### config.mk
export PLATFORM = sky130hd
export DESIGN_NAME = move_executor
export DESIGN_NICKNAME = d
export VERILOG_FILES = /design/src/rtl/chess_pkg.sv /design/src/rtl/move_executor_board_ram.sv /design/src/rtl/move_executor.sv
export SDC_FILE = /design/constraint.sdc
export NUM_CORES = 1
export LEC_CHECK = 0
export BUFFER_PORTS_ARGS = -buffer_cell sky130_fd_sc_hd__buf_4
export CORE_ASPECT_RATIO = 1.1
export CORE_MARGIN = 10
export CORE_UTILIZATION = 40
export DETAILED_ROUTE_END_ITERATION = 7
export HOLD_SLACK_MARGIN = 0.05
export PLACE_DENSITY_LB_ADDON = 0.1
export SYNTH_ARGS = -nofsm -noshare
export SYNTH_HDL_FRONTEND = slang
export SYNTH_HIERARCHICAL = 1
export SYNTH_SLANG_ARGS = --single-unit
export TNS_END_PERCENT = 20
### constraint.sdc
create_clock -name clk -period 27.5 [get_ports clk]
set_input_delay 1.375 -clock clk [delete_from_list [all_inputs] [get_ports clk]]
set_output_delay 1.375 -clock clk [all_outputs]
set_load 0.02 [all_outputs]
### src/rtl/chess_pkg.sv
// Shared chess types: piece encoding, colours, executor states and the
// reset value of every board square.
package chess_pkg;

    typedef enum logic [2:0] {
        NONE   = 3'd0,
        PAWN   = 3'd1,
        KNIGHT = 3'd2,
        BISHOP = 3'd3,
        ROOK   = 3'd4,
        QUEEN  = 3'd5,
        KING   = 3'd6
    } kind_t;

    typedef struct packed {
        kind_t kind;
        logic  black;
        logic  occ;
    } piece_t;

    localparam logic   WHITE = 1'b0;
    localparam logic   BLACK = 1'b1;
    localparam piece_t EMPTY = '0;

    typedef enum logic [2:0] {
        IDLE,
        QUERY,
        PICK_DST,
        WRITE_DST,
        CLEAR_SRC,
        OVER
    } state_t;

    function automatic piece_t start_piece(
        input logic [2:0] row,
        input logic [2:0] col
    );
        piece_t p;
        kind_t  back;
        case (col)
            3'd0, 3'd7: back = ROOK;
            3'd1, 3'd6: back = KNIGHT;
            3'd2, 3'd5: back = BISHOP;
            3'd3:       back = QUEEN;
            default:    back = KING;
        endcase
        p = EMPTY;
        if (row == 3'd0 || row == 3'd7) begin
            p.kind = back;
            p.occ  = 1'b1;
        end else if (row == 3'd1 || row == 3'd6) begin
            p.kind = PAWN;
            p.occ  = 1'b1;
        end
        // Rows 0..3 belong to black.
        if (p.occ)
            p.black = (row[2] == 1'b0) ? BLACK : WHITE;
        return p;
    endfunction

endpackage

### src/rtl/move_executor_board_ram.sv
// 64-entry board register file: async reset to the start position,
// one write port, a combinational lookup and a registered renderer read.
module board_ram
    import chess_pkg::*;
(
    input  logic       clk,
    input  logic       reset,
    input  logic       we,
    input  logic [5:0] waddr,
    input  piece_t     wdata,
    input  logic [5:0] faddr,
    output piece_t     fdata,
    input  logic [5:0] raddr,
    output piece_t     rdata
);

    piece_t mem [64];

    always_ff @(posedge clk or posedge reset) begin
        if (reset) begin
            for (int i = 0; i < 64; i++)
                mem[i] <= start_piece(i[5:3], i[2:0]);
            rdata <= EMPTY;
        end else begin
            if (we)
                mem[waddr] <= wdata;
            rdata <= mem[raddr];
        end
    end

    assign fdata = mem[faddr];

endmodule

### src/rtl/move_executor.sv
// Board owner: turns cursor selections into committed moves, queries the
// legal-move generator and serves the renderer.
module move_executor
    import chess_pkg::*;
#(
    parameter int QUERY_TIMEOUT = 255,
    parameter int MOVE_CNT_W    = 10
) (
    input  logic                  clk,
    input  logic                  reset,
    input  logic [2:0]            cur_row,
    input  logic [2:0]            cur_col,
    input  logic                  select,
    input  logic                  cancel,
    input  logic [63:0]           legal_mask,
    input  logic                  legal_valid,
    output logic [2:0]            src_row,
    output logic [2:0]            src_col,
    output logic                  src_valid,
    input  logic [2:0]            rd_row,
    input  logic [2:0]            rd_col,
    output logic [4:0]            rd_piece,
    output logic                  turn,
    output logic                  sel_active,
    output logic                  move_done,
    output logic                  illegal,
    output logic                  game_over,
    output logic [MOVE_CNT_W-1:0] move_count
);

    localparam logic [7:0] TO_LAST = 8'(QUERY_TIMEOUT - 1);

    state_t     state, state_n;
    piece_t     cur_piece, src_piece, wdata, rd_data;
    logic [5:0] cur_idx, src_idx, dst_idx, waddr;
    logic [63:0] mask;
    logic [7:0] timer;
    logic       dst_king;
    logic       we, latch_src, latch_dst, take_mask, timer_inc;
    logic       illegal_n, done_n, capture_king;
    logic       own, on_src, promote;

    board_ram u_board (
        .clk   (clk),
        .reset (reset),
        .we    (we),
        .waddr (waddr),
        .wdata (wdata),
        .faddr (cur_idx),
        .fdata (cur_piece),
        .raddr ({rd_row, rd_col}),
        .rdata (rd_data)
    );

    assign cur_idx = {cur_row, cur_col};
    assign own     = cur_piece.occ && (cur_piece.black == turn);
    assign on_src  = (cur_idx == src_idx);
    // A pawn reaching the far rank becomes a queen.
    assign promote = (src_piece.kind == PAWN) &&
                     ((!src_piece.black && dst_idx[5:3] == 3'd0) ||
                      ( src_piece.black && dst_idx[5:3] == 3'd7));

    always_comb begin
        state_n      = state;
        we           = 1'b0;
        waddr        = dst_idx;
        wdata        = EMPTY;
        latch_src    = 1'b0;
        latch_dst    = 1'b0;
        take_mask    = 1'b0;
        timer_inc    = 1'b0;
        illegal_n    = 1'b0;
        done_n       = 1'b0;
        capture_king = 1'b0;
        unique case (state)
            IDLE: begin
                if (select) begin
                    if (own) begin
                        latch_src = 1'b1;
                        state_n   = QUERY;
                    end else begin
                        illegal_n = 1'b1;
                    end
                end
            end
            QUERY: begin
                if (legal_valid) begin
                    take_mask = 1'b1;
                    state_n   = PICK_DST;
                end else if (timer == TO_LAST) begin
                    illegal_n = 1'b1;
                    state_n   = IDLE;
                end else begin
                    timer_inc = 1'b1;
                end
            end
            PICK_DST: begin
                if (cancel) begin
                    state_n = IDLE;
                end else if (select) begin
                    if (on_src) begin
                        state_n = IDLE;
                    end else if (own) begin
                        latch_src = 1'b1;
                        state_n   = QUERY;
                    end else if (mask[cur_idx]) begin
                        latch_dst = 1'b1;
                        state_n   = WRITE_DST;
                    end else begin
                        illegal_n = 1'b1;
                    end
                end
            end
            WRITE_DST: begin
                we           = 1'b1;
                waddr        = dst_idx;
                wdata        = src_piece;
                if (promote)
                    wdata.kind = QUEEN;
                capture_king = dst_king;
                state_n      = CLEAR_SRC;
            end
            CLEAR_SRC: begin
                we      = 1'b1;
                waddr   = src_idx;
                wdata   = EMPTY;
                done_n  = 1'b1;
                state_n = game_over ? OVER : IDLE;
            end
            OVER: begin
                state_n = OVER;
            end
            default: begin
                state_n = IDLE;
            end
        endcase
    end

    always_ff @(posedge clk or posedge reset) begin
        if (reset)
            state <= IDLE;
        else
            state <= state_n;
    end

    always_ff @(posedge clk or posedge reset) begin
        if (reset) begin
            src_idx    <= '0;
            src_piece  <= EMPTY;
            dst_idx    <= '0;
            dst_king   <= 1'b0;
            mask       <= '0;
            timer      <= '0;
            turn       <= WHITE;
            game_over  <= 1'b0;
            move_count <= '0;
            illegal    <= 1'b0;
            move_done  <= 1'b0;
        end else begin
            if (latch_src) begin
                src_idx   <= cur_idx;
                src_piece <= cur_piece;
                timer     <= '0;
            end
            if (timer_inc)
                timer <= timer + 8'd1;
            if (take_mask)
                mask <= legal_mask;
            if (latch_dst) begin
                dst_idx  <= cur_idx;
                dst_king <= cur_piece.occ && (cur_piece.kind == KING);
            end
            if (capture_king)
                game_over <= 1'b1;
            if (done_n) begin
                turn <= ~turn;
                if (move_count != '1)
                    move_count <= move_count + MOVE_CNT_W'(1);
            end
            illegal   <= illegal_n;
            move_done <= done_n;
        end
    end

    assign src_row    = src_idx[5:3];
    assign src_col    = src_idx[2:0];
    assign src_valid  = (state == QUERY);
    assign sel_active = (state == PICK_DST);
    assign rd_piece   = rd_data;

endmodule

# Yosys cells after proc, flatten, opt, wreduce, memory -nomap -nowiden
# Cells that the tools add are included.
# totals
regBits,432
latchBits,0
ramBits,0
romBits,0
input_bits,81
output_inout_bits,27
elab_cells,308
mem_count,0
# classes
add_sub_neg,2
multipliers,0
div_mod_pow,0
order_cmp,5
n_eq_ne,17
shifts,0
n_mux,57
bitwise,4
reduce_logical,14
# op_table
operator,count
$bwmux W320,1
$bmux W5 S6,2
$mux W3,11
$demux W5 S6,1
$mux W5,6
$mux W1,29
$ge A7 B7 Y1 const B,3
$not A6 Y7,3
$pmux W3 S6,1
$mux W8,2
$eq A3 B3 Y1 const B,4
$add A10 B1 Y10 const B,1
$ne A10 B10 Y1 const B,1
$add A8 B1 Y8 const B,1
$eq A8 B8 Y1 const B,1
$lt A6 B7 Y1 const B,1
$lt A7 B1 Y1 const B,1
$bmux W1 S6,1
$eq A3 B1 Y1 const B,2
$eq A3 B2 Y1 const B,2
$eq A6 B6 Y1,1
$logic_and A1 B1 Y1,6
$logic_not A3 Y1,2
$mux W6,1
14 further kinds,15

# Depth between registers and ports, before layout
# Gate-level depths: netlist of run 1.
# logic_depth
depth_word,13
ltp_mapped,15
depth_no_buf,11

# Modules after synthesis
# The synthesis of run 1 kept the hierarchy.
# by_module_without_submodules
mod,instances,cells_each,area_per_inst_um2,seq_area_each_um2
board_ram,1,1200,17674.5,8242.9
move_executor,1,378,5113.7,2677.6

# Worst setup path before layout of run 1
# OpenSTA, ideal clock, no wires.
# synth_timing
path_kind,in2reg
startpoint,input cur_col[0]
endpoint,register dst_idx[3]
setup_time_ps,125
t_arrival_ps,4351
t_required_ps,27375
path_slack_ps,23025
cell_stages,12
path_buffers,2
path_cell_list,buf_2 -> buf_2 -> mux4_2 -> a22oi_1 -> nand3_1 -> a22o_1 -> xnor2_1 -> and2_1 -> a2111o_1 -> nand4b_1 -> o21ai_2 -> mux2_2
# synth_rtl
element,line_no,text
from (decl),move_executor.sv:12,"input logic [2:0] cur_col,"
to (signal assigned),move_executor.sv:170,dst_idx <= cur_idx;
to (decl),move_executor.sv:35,"logic [5:0] cur_idx, src_idx, dst_idx, waddr;"

==> Flow_metrics.wiki, run 1 <==
{| class="wikitable"
! Metric !! Value
|-
| Internal power || 1.31 mW
|-
| Unrepaired setup endpoints after global routing || no
|-
| Detailed-routing iteration count for the pre-antenna-repair pass || 7
|-
| Final Cell Area || 25700 sq um
|-
| Maximum VDD drop || 49.9 uV
|-
| CTS tree || yes
|-
| HPWL Detailed || 43200 um
|-
| Average wire length per cell after detail routing || 26.7 um
|-
| Met3 track demand over resource in global routing || 3.25%
|-
| Setup slack after layout || 22.17 ns
|-
| I/O Buffers || 107
|-
| Hold Crit Class || flop to flop
|-
| Initial antenna violation count || 0
|-
| Data required, critical path || 27.98 ns
|-
| CTS buffer count || 50
|-
| Width of the chip || 248 um
|-
| Worst-margin pin slew || 1.26 ns
|-
| Worst slew margin relative to its limit || 15.6%
|-
| Final TNS setup || 0 ns
|-
| Total count of max-transition violations in the final report || 0
|-
| Number of global-route vias before repair || 14900
|-
| Iter 0 DRT Violations || 959
|-
| Count of state elements after synthesis || 432
|-
| Clock transition time at the flip-flop clock pins of the worst setup and hold paths || 0.06 ns
|-
| # DRC || 0
|-
| Layout net count || 1722
|-
| Pin count of the biggest net entering global routing || 119
|-
| Total grt overflow || 0
|-
| Combinational share of power || 22.2%
|-
| Detailed-route via count || 14200
|-
| Final worst path period need || 5.33 ns
|-
| Setup fix buffers added after clock tree synthesis || 0
|-
| Clock Path Buffers || 3
|-
| Share of final-layout standard cells stronger than drive strength 1 || 52.6%
|-
| Area of the mapped netlist || 22800 sq um
|-
| Synth async-reset ratio || 100%
|-
| Total die area || 66900 sq um
|-
| Most area-consuming cells after synthesis || dfrtp_1 38%, mux2_2 21%, mux4_2 15%
|-
| Number of violations of the max-capacitance limit || 0
|-
| All-Layer GR Usage || 19.3%
|-
| Avg Synthesized Cell Area || 14.4 sq um
|-
| Synth-to-layout area growth || 12.9%
|-
| GR peak layer || met2
|-
| Later-pin clock latency in the skew report || 0.60 ns
|-
| Number of antenna cells inserted || 0
|-
| Max Clock Freq || 188 MHz
|-
| H-tree levels || 2
|-
| Data arrival time of the critical path || 5.81 ns
|-
| Clk network pwr share || 35.0%
|-
| Worst setup path class || input port to flop
|-
| Cell type with the highest aggregate area in the netlist || dfrtp_1
|-
| Largest fanout on the critical path || 55
|-
| Post-placement worst setup slack || 21.55 ns
|-
| Number of nets produced by synthesis || 1662
|-
| Total I/O pin count || 108
|-
| Number of flops mapped to enable cells by yosys || 0
|-
| Tcrit/Tclk final || 19.4%
|-
| Area share of the leading cell type in the synthesized netlist || 37.8%
|-
| Fill count || 5098
|-
| Count of unique library cells instantiated by Yosys || 63
|-
| Power density over the cells || 72.9 nW/um^2
|-
| Crit. End Element || flop
|-
| Sequential power share || 42.8%
|-
| Fin util || 45.7%
|-
| Vias per std cell || 5.86
|-
| Wire length of the first global-routing pass || 98800 um
|-
| Clock sinks || 432
|-
| Core box area || 56200 sq um
|-
| Area of placed instances || 24100 sq um
|-
| Met1 Use GR || 26.5%
|-
| Weighted congestion reported at the end of routability-driven placement || 0.825
|-
| Leakage power total || 11.3 nW
|-
| Cts-stage hold buffer count || 0
|-
| Starting utilization of the core area || 40.5%
|-
| Hold Violations, Final || 0
|-
| Outcome || complete, no violations
|-
| Net Sw Power || 0.565 mW
|-
| Worst clock skew on the final layout || 0.0263 ns
|-
| Overall die height || 270 um
|-
| Number of resized instances in the post-cts repair step || 0
|-
| Count of nets left with antenna violations after detail routing || 0
|-
| Share of synthesized area occupied by flip-flops and latches || 47.9%
|-
| Met2 demand-to-capacity share in global routing || 31.1%
|-
| Master cell of the clock root buffer || clkbuf_16
|-
| Total number of placement rows || 91
|-
| Ys flop type || dfrtp_1
|-
| Total of warnings raised by yosys || 6
|-
| Net Sw Frac || 30.1%
|-
| Setup-failing EPs final || 0
|-
| Detailed-route wire length || 64600 um
|-
| Type of origin of the critical path || input port
|-
| Syn Inst Count || 1578
|}
## path summary, 6_finish.rpt
kind	slack (ns)	to	cells after the start	start
setup reg to reg	23.65	u_board/mem[17]	7	state[2]
hold / removal	0.46	src_piece[0]	1	src_piece[0]
hold reg to reg	0.46	src_piece[0]	1	src_piece[0]
setup / recovery	22.17	dst_idx[1]	13	cur_col[1]
max in group asynchronous	24.30	u_board/mem[38]	4	reset
min in group asynchronous	0.78	mask[46]	2	reset
## cells in the mapped netlist, types with 5 or more instances
cell type	number
dfrtp_1	344
xor2_1	13
buf_2	33
mux2_2	424
o221ai_1	12
and2_1	5
nor3_1	21
xnor2_1	6
mux4_2	151
mux2i_1	50
mux4_1	16
a21oi_1	13
nor2_1	77
and3_1	6
buf_1	12
nor2b_1	7
nand3b_1	11
nor4_1	5
nand2_1	61
o21ai_0	12
dfstp_2	88
a22oi_1	6
clkbuf_1	56
nand4_1	9
o22ai_1	28
buf_4	6
inv_1	7
nand2b_1	10
nand3_1	28
a22o_1	6
## sequential cells by signal, summed over array words and instances (netlist names)
signal / cells
u_board/mem: 320
mask: 64
move_count: 10
timer: 8
dst_idx: 6
src_idx: 6
src_piece: 5
u_board/rdata: 5
state: 3
dst_king: 1
game_over: 1
illegal: 1
move_done: 1
turn: 1
## critical path, cell delays in order
cell	delay [ns]
buf_4	0.53
buf_4	0.92
mux4_2	0.60
mux2_2	0.27
nor2_1	0.10
nor3_1	0.10
a22o_1	0.29
xnor2_1	0.16
and2_1	0.20
a2111o_1	0.41
nand4b_1	0.24
o21ai_2	0.18
mux2_2	0.38
## metal layers
| metal | part of all wire [%] | vias to the layer above | wire, um |
|---|---|---|---|
| li1 | - | 6179 | - |
| met1 | 45 | 7578 | 28800 |
| met2 | 48 | 356 | 31200 |
| met3 | 5.1 | 78 | 3270 |
| met4 | 2.1 | 0 | 1360 |
| met5 | 0 | - | 0 |
## power by group through the flow
stage                     Combinational [mW]  Sequential, mW  Clock [mW]
after floorplan                        0.293           0.797           0
after global placement                 0.413           0.811           0
after detailed placement               0.419           0.814           0
after CTS                              0.420           0.803       0.676
after global routing                   0.449           0.815       0.701
final                                  0.417           0.802       0.656
## cells by family after synthesis
group,share of synthesized area [%]
muxes,39.9
DFF,47.9
and+or+nand+nor,5.75
buffers and inverters,2.49
AOI/OAI and AO/OA,3.03
xor gates and xnor gates,0.730
adders and majority gates,0.165
## area by class of cell
type / count / area [sq um] / area share (%)
clock buffer: 80 / 1520 / 5.89
clock inverter: 12 / 88.8 / 0.345
inverter: 7 / 36.3 / 0.141
multi-input combinational: 1026 / 11300 / 44.0
sequential: 432 / 10900 / 42.4
tap: 744 / 931 / 3.62
timing repair buffer: 121 / 912 / 3.55
## layout by cell type, fill, tap and decap left out, types with 17 or more instances in the layout
master,count
mux4_2,151
nor3_1,17
dfstp_2,88
clkbuf_16,51
mux2_2,424
dfrtp_1,344
mux2i_1,50
nand2_1,61
o22ai_1,28
buf_4,120
nand3_1,28
nor2_1,77
## through the flow
step	total power [mW]	std cells	hold slack, ns
5_1_grt	1.96	2422	0.474
2_1_floorplan	1.09	1578	0.430
4_1_cts	1.90	2422	0.466
3_3_place_gp	1.22	2330	0.450
6_report	1.87	2422	0.462
3_5_place_dp	1.23	2330	0.451
Power figures use the tool's default switching activity.
==> run 2, diff against run 1 <==
- clock period: 27.5 -> 5.4 ns (I/O delays scaled with it)
==> run 2 against run 1 <==
  * Critical endpoint is now u_board/mem[137]
  * Die area is the same
  * First-iteration DRC count is 2.5% lower
  * Total power increased to 5.2 times the previous value
  * Critical path type is now flop to flop
  * Clock power increased to 5.3 times the previous value
  * Hold slack lost 0.33 ns
  * Largest cell class unchanged
  * Cell count grew 3.2%
  * Non-clock buffer count increased by 77
  * Clock skew fell by 0.017 ns
  * Critical path depth down 6
  * Sequential share of layout area shrank 1.4 points
  * Count of clock-buffer cells in the layout shrank 4
==> Flow_metrics.wiki, run 2 (synthesized netlist as in run 1, its figures left out) <==
{| class="wikitable"
! Metric !! Value
|-
| Outcome || complete, no violations
|-
| Crit. End Element || flop
|-
| Final worst path period need || 3.76 ns
|-
| Power density over the cells || 366 nW/um^2
|-
| Hold Violations, Final || 0
|-
| Commonest cells after routing, fill and taps aside || 424 x mux2_2, 344 x dfrtp_1, 151 x mux4_2
|-
| Total die area || 66900 sq um
|-
| Unrepaired setup endpoints after global routing || no
|-
| Weighted congestion reported at the end of routability-driven placement || 0.820
|-
| Worst setup path class || flop to flop
|-
| Clock transition time at the flip-flop clock pins of the worst setup and hold paths || 0.06 ns
|-
| # DRC || 0
|-
| Reg with most FFs || u_board/mem
|-
| Area of placed instances || 24200 sq um
|-
| Synth-to-layout area growth || 16.7%
|-
| Worst-margin pin slew || 1.20 ns
|-
| Largest registers || u_board/mem: 320 flops, mask: 64 flops, move_count: 10 flops
|-
| Starting utilization of the core area || 40.5%
|-
| Footprint of the multi-input gates || 11300 sq um
|-
| Setup-failing EPs final || 0
|-
| Later-pin clock latency in the skew report || 0.59 ns
|-
| Average wire length per cell after detail routing || 26.4 um
|-
| Largest fanout on the critical path || 9
|-
| Max Clock Freq || 266 MHz
|-
| Setup slack after layout || 1.64 ns
|-
| Number of flip-flops in the largest register || 320
|-
| Share of final-layout standard cells stronger than drive strength 1 || 51.1%
|-
| Total chip power || 9.72 mW
|-
| Wire length of the first global-routing pass || 101000 um
|-
| Layout net count || 1799
|-
| Area occupied by registers || 10900 sq um
|-
| Fill count || 4968
|-
| Number of violations of the max-capacitance limit || 0
|-
| Iter 0 DRT Violations || 935
|-
| Vias per std cell || 5.81
|-
| Post-placement worst setup slack || 1.41 ns
|-
| I/O Buffers || 107
|-
| Type of origin of the critical path || flop
|-
| H-tree levels || 2
|-
| CTS buffer count || 50
|-
| Total grt overflow || 0
|-
| Detailed-routing iteration count for the pre-antenna-repair pass || 5
|-
| Core box area || 56200 sq um
|-
| Total number of placement rows || 91
|-
| All-Layer GR Usage || 19.9%
|-
| Number of global-route vias before repair || 15500
|-
| Detailed-route via count || 14500
|-
| Overall die height || 270 um
|-
| Data required, critical path || 5.86 ns
|-
| Data arrival time of the critical path || 4.22 ns
|-
| Final Cell Area || 26600 sq um
|-
| Clock sinks || 432
|-
| HPWL Detailed || 44700 um
|-
| Hold Crit Class || input port to flop
|-
| Total I/O pin count || 108
|-
| Detailed-route wire length || 65900 um
|-
| Number of resized instances in the post-cts repair step || 0
|-
| Count of nets left with antenna violations after detail routing || 0
|-
| Worst clock skew on the final layout || 0.00928 ns
|-
| Maximum VDD drop || 249 uV
|-
| Initial antenna violation count || 0
|-
| Number of antenna cells inserted || 0
|-
| Final TNS setup || 0 ns
|-
| Tightest hold margin || 0.133 ns
|-
| Pin count of the biggest net entering global routing || 113
|-
| Total count of max-transition violations in the final report || 0
|-
| Width of the chip || 248 um
|-
| Tcrit/Tclk final || 69.6%
|-
| Clock Path Buffers || 3
|-
| Worst slew margin relative to its limit || 19.9%
|-
| Most frequent standard cell in the layout excluding fill and tap cells || mux2_2
|-
| CTS tree || yes
|-
| Leakage power total || 11.7 nW
|-
| Master cell of the clock root buffer || clkbuf_16
|}
-- run 2: final timing paths --
path	startpoint	end	slack, ns	cells after the start
setup / recovery	state[2]	u_board/mem[137]	1.64	7
hold / removal	select	illegal	0.13	3
setup reg to reg	state[2]	u_board/mem[137]	1.64	7
hold reg to reg	src_piece[0]	src_piece[0]	0.46	1
max in group asynchronous	reset	u_board/mem[53]	3.85	4
min in group asynchronous	reset	u_board/mem[104]	0.24	3
-- run 2: routing by layer --
metal  track usage, %  vias to the layer above  wire (um)
li1                 -                     6324          -
met1             26.4                     7756      28700
met2             32.4                      364      32300
met3             4.29                       77       3480
met4             4.96                        0       1480
met5                0                        -          0
-- run 2: worst max-delay path, stage by stage (launching register included) --
cell and delay [ns]:
dfrtp_1 0.50, nand2b_1 0.15, nor2_2 0.40, mux2_2 0.48, nand2b_1 0.25, nor2_1 0.94
nand2_1 0.49, mux2_2 0.40
-- run 2: cell type report --
type / count / area share [%]
timing repair buffer: 198 / 6.41
tap: 744 / 3.50
clock inverter: 16 / 0.593
inverter: 7 / 0.122
multi-input combinational: 1026 / 42.6
clock buffer: 76 / 5.73
sequential: 432 / 41.1
-- run 2: per-stage QoR --
step / std cells / util (%)
2_1_floorplan: 1578 / -
3_3_place_gp: 2341 / 43.1
3_5_place_dp: 2341 / 43.1
4_1_cts: 2499 / 47.3
5_1_grt: 2499 / 47.3
6_report: 2499 / 47.3
-- run 2: power breakdown --
part / switching, mW / internal, mW / leakage [nW]
Clock: 1.37 / 2.08 / 0.836
Combinational: 1.16 / 1.01 / 5.34
Sequential: 0.347 / 3.75 / 5.53
-- run 2: repair_timing --
| item | 4_1_cts | 5_1_grt |
|---|---|---|
| setup buffers | 0 | 0 |
| hold buffers | 66 | 0 |
| hold endpoints to repair | 141 | 0 |
==> run 3, diff against run 2 <==
- clock period: 5.4 -> 3.6 ns (I/O delays scaled with it)
==> run 3 against run 2 <==
  * Die area is the same
  * Sequential cell count is the same
  * Global-route usage grew 0.21 points
  * Critical path type unchanged
  * Largest cell class unchanged
==> Flow_metrics.wiki, run 3 (synthesized netlist as in run 1, its figures left out) <==
{| class="wikitable"
! Metric !! Value
|-
| Total grt overflow || 0
|-
| Total chip power || 14.6 mW
|-
| Width of the chip || 248 um
|-
| Master cell of the clock root buffer || clkbuf_16
|-
| # DRC || 0
|-
| Post-placement worst setup slack || 0.0753 ns
|-
| Total number of placement rows || 91
|-
| Max Clock Freq || 296 MHz
|-
| Number of resized instances in the post-cts repair step || 0
|-
| Number of flip-flops in the largest register || 320
|-
| Crit. End Element || flop
|-
| Weighted congestion reported at the end of routability-driven placement || 0.875
|-
| Fill count || 4928
|-
| Initial antenna violation count || 0
|-
| Total count of max-transition violations in the final report || 0
|-
| Iter 0 DRT Violations || 964
|-
| Pin count of the biggest net entering global routing || 121
|-
| Largest fanout on the critical path || 6
|-
| Data arrival time of the critical path || 3.86 ns
|-
| Layout net count || 1873
|-
| Maximum VDD drop || 444 uV
|-
| Commonest cells after routing, fill and taps aside || 424 x mux2_2, 344 x dfrtp_1, 194 x buf_4
|-
| Worst clock skew on the final layout || 0.0112 ns
|-
| Unrepaired setup endpoints after global routing || no
|-
| HPWL Detailed || 46300 um
|-
| Clock sinks || 432
|-
| Leakage power total || 12.1 nW
|-
| Setup slack after layout || 0.216 ns
|-
| Worst-margin pin slew || 0.865 ns
|-
| Start point of the critical path || u_board/mem[201]
|-
| Number of antenna cells inserted || 0
|-
| Power density over the cells || 538 nW/um^2
|-
| Synth-to-layout area growth || 19.2%
|-
| Clock Path Buffers || 3
|-
| Data required, critical path || 4.08 ns
|-
| Type of origin of the critical path || flop
|-
| Dpl cells || 2413
|-
| All-Layer GR Usage || 20.1%
|-
| Starting utilization of the core area || 40.5%
|-
| Hold Crit Class || input port to flop
|-
| CTS tree || yes
|-
| Tcrit/Tclk final || 94.0%
|-
| Core box area || 56200 sq um
|-
| Area of placed instances || 24800 sq um
|-
| Later-pin clock latency in the skew report || 0.60 ns
|-
| Average wire length per cell after detail routing || 25.8 um
|-
| Total I/O pin count || 108
|-
| Post-layout instance count excluding filler cells || 2574
|-
| Source of the worst hold timing path || rd_row[2]
|-
| H-tree levels || 2
|-
| Final Cell Area || 27200 sq um
|-
| Vias per std cell || 5.77
|-
| Worst r2r src || u_board/mem[201]
|-
| Worst setup path class || flop to flop
|-
| Number of violations of the max-capacitance limit || 0
|-
| Clock transition time at the flip-flop clock pins of the worst setup and hold paths || 0.06 ns
|-
| Overall die height || 270 um
|-
| CTS buffer count || 49
|-
| Share of final-layout standard cells stronger than drive strength 1 || 52.7%
|-
| Total die area || 66900 sq um
|-
| Hold Violations, Final || 0
|-
| Outcome || complete, no violations
|-
| Setup-failing EPs final || 0
|-
| Most frequent standard cell in the layout excluding fill and tap cells || mux2_2
|-
| Cts-stage hold buffer count || 69
|-
| Detailed-route via count || 14900
|-
| Wire length of the first global-routing pass || 103000 um
|-
| Largest registers || u_board/mem: 320 flops, mask: 64 flops, move_count: 10 flops
|-
| Worst slew margin relative to its limit || 42.4%
|-
| Final worst path period need || 3.38 ns
|-
| Count of nets left with antenna violations after detail routing || 0
|-
| Number of global-route vias before repair || 16000
|-
| I/O Buffers || 107
|-
| Detailed-routing iteration count for the pre-antenna-repair pass || 5
|-
| Setup fix buffers added after clock tree synthesis || 0
|-
| Detailed-route wire length || 66500 um
|-
| Reg with most FFs || u_board/mem
|}
run 3: per-stage QoR:
step	TNS, ns	util [%]	hold WS, ns
3_3_place_gp	0	44.2	0.307
4_1_cts	0	48.3	0.0645
3_5_place_dp	0	44.2	0.310
6_report	0	48.3	0.0935
5_1_grt	0	48.3	0.0963
2_1_floorplan	-200.24	-	0.332
run 3: worst max-delay path: stages, from the launching register on:
cell      delay, ns
dfrtp_1        0.40
mux4_2         0.48
mux2_2         0.28
nor2_1         0.14
nor3_1         0.10
a22o_1         0.28
xnor2_1        0.16
and2_1         0.22
a2111o_1       0.42
nand4b_1       0.24
o21ai_2        0.19
mux2_2         0.37
run 3: routing by layer:
metal	wire length (um)	up-vias	global-route usage (%)	share of wire (%)
met4	1950	0	6.44	2.9
met5	0	-	0	0
met2	31400	413	31.5	47
li1	-	6481	-	-
met3	3720	99	3.83	5.6
met1	29500	7871	27.5	44
run 3: layout make-up:
class	instances	area, sq um	share of cell area (%)
Clock buffer	72	1390	5.13
Clock inverter	20	231	0.852
Inverter	7	32.5	0.120
Multi-Input combinational cell	1026	11300	41.7
Sequential cell	432	10900	40.2
Tap cell	744	931	3.43
Timing Repair Buffer	273	2340	8.61
run 3: worst paths after layout:
path	to	slack, ns	cells after the start
setup / recovery	dst_idx[2]	0.22	11
hold / removal	u_board/rdata[3]	0.09	4
setup reg to reg	dst_idx[2]	0.22	11
hold reg to reg	src_piece[0]	0.46	1
max in group asynchronous	u_board/mem[278]	2.30	4
min in group asynchronous	u_board/mem[117]	0.24	3
run 3: power by group:
group | internal [mW] | leakage (nW) | total, mW | switching (mW)
Clock | 2.98 | 0.798 | 5.10 | 2.12
Sequential | 5.62 | 5.53 | 6.12 | 0.500
Combinational | 1.59 | 5.74 | 3.39 | 1.80
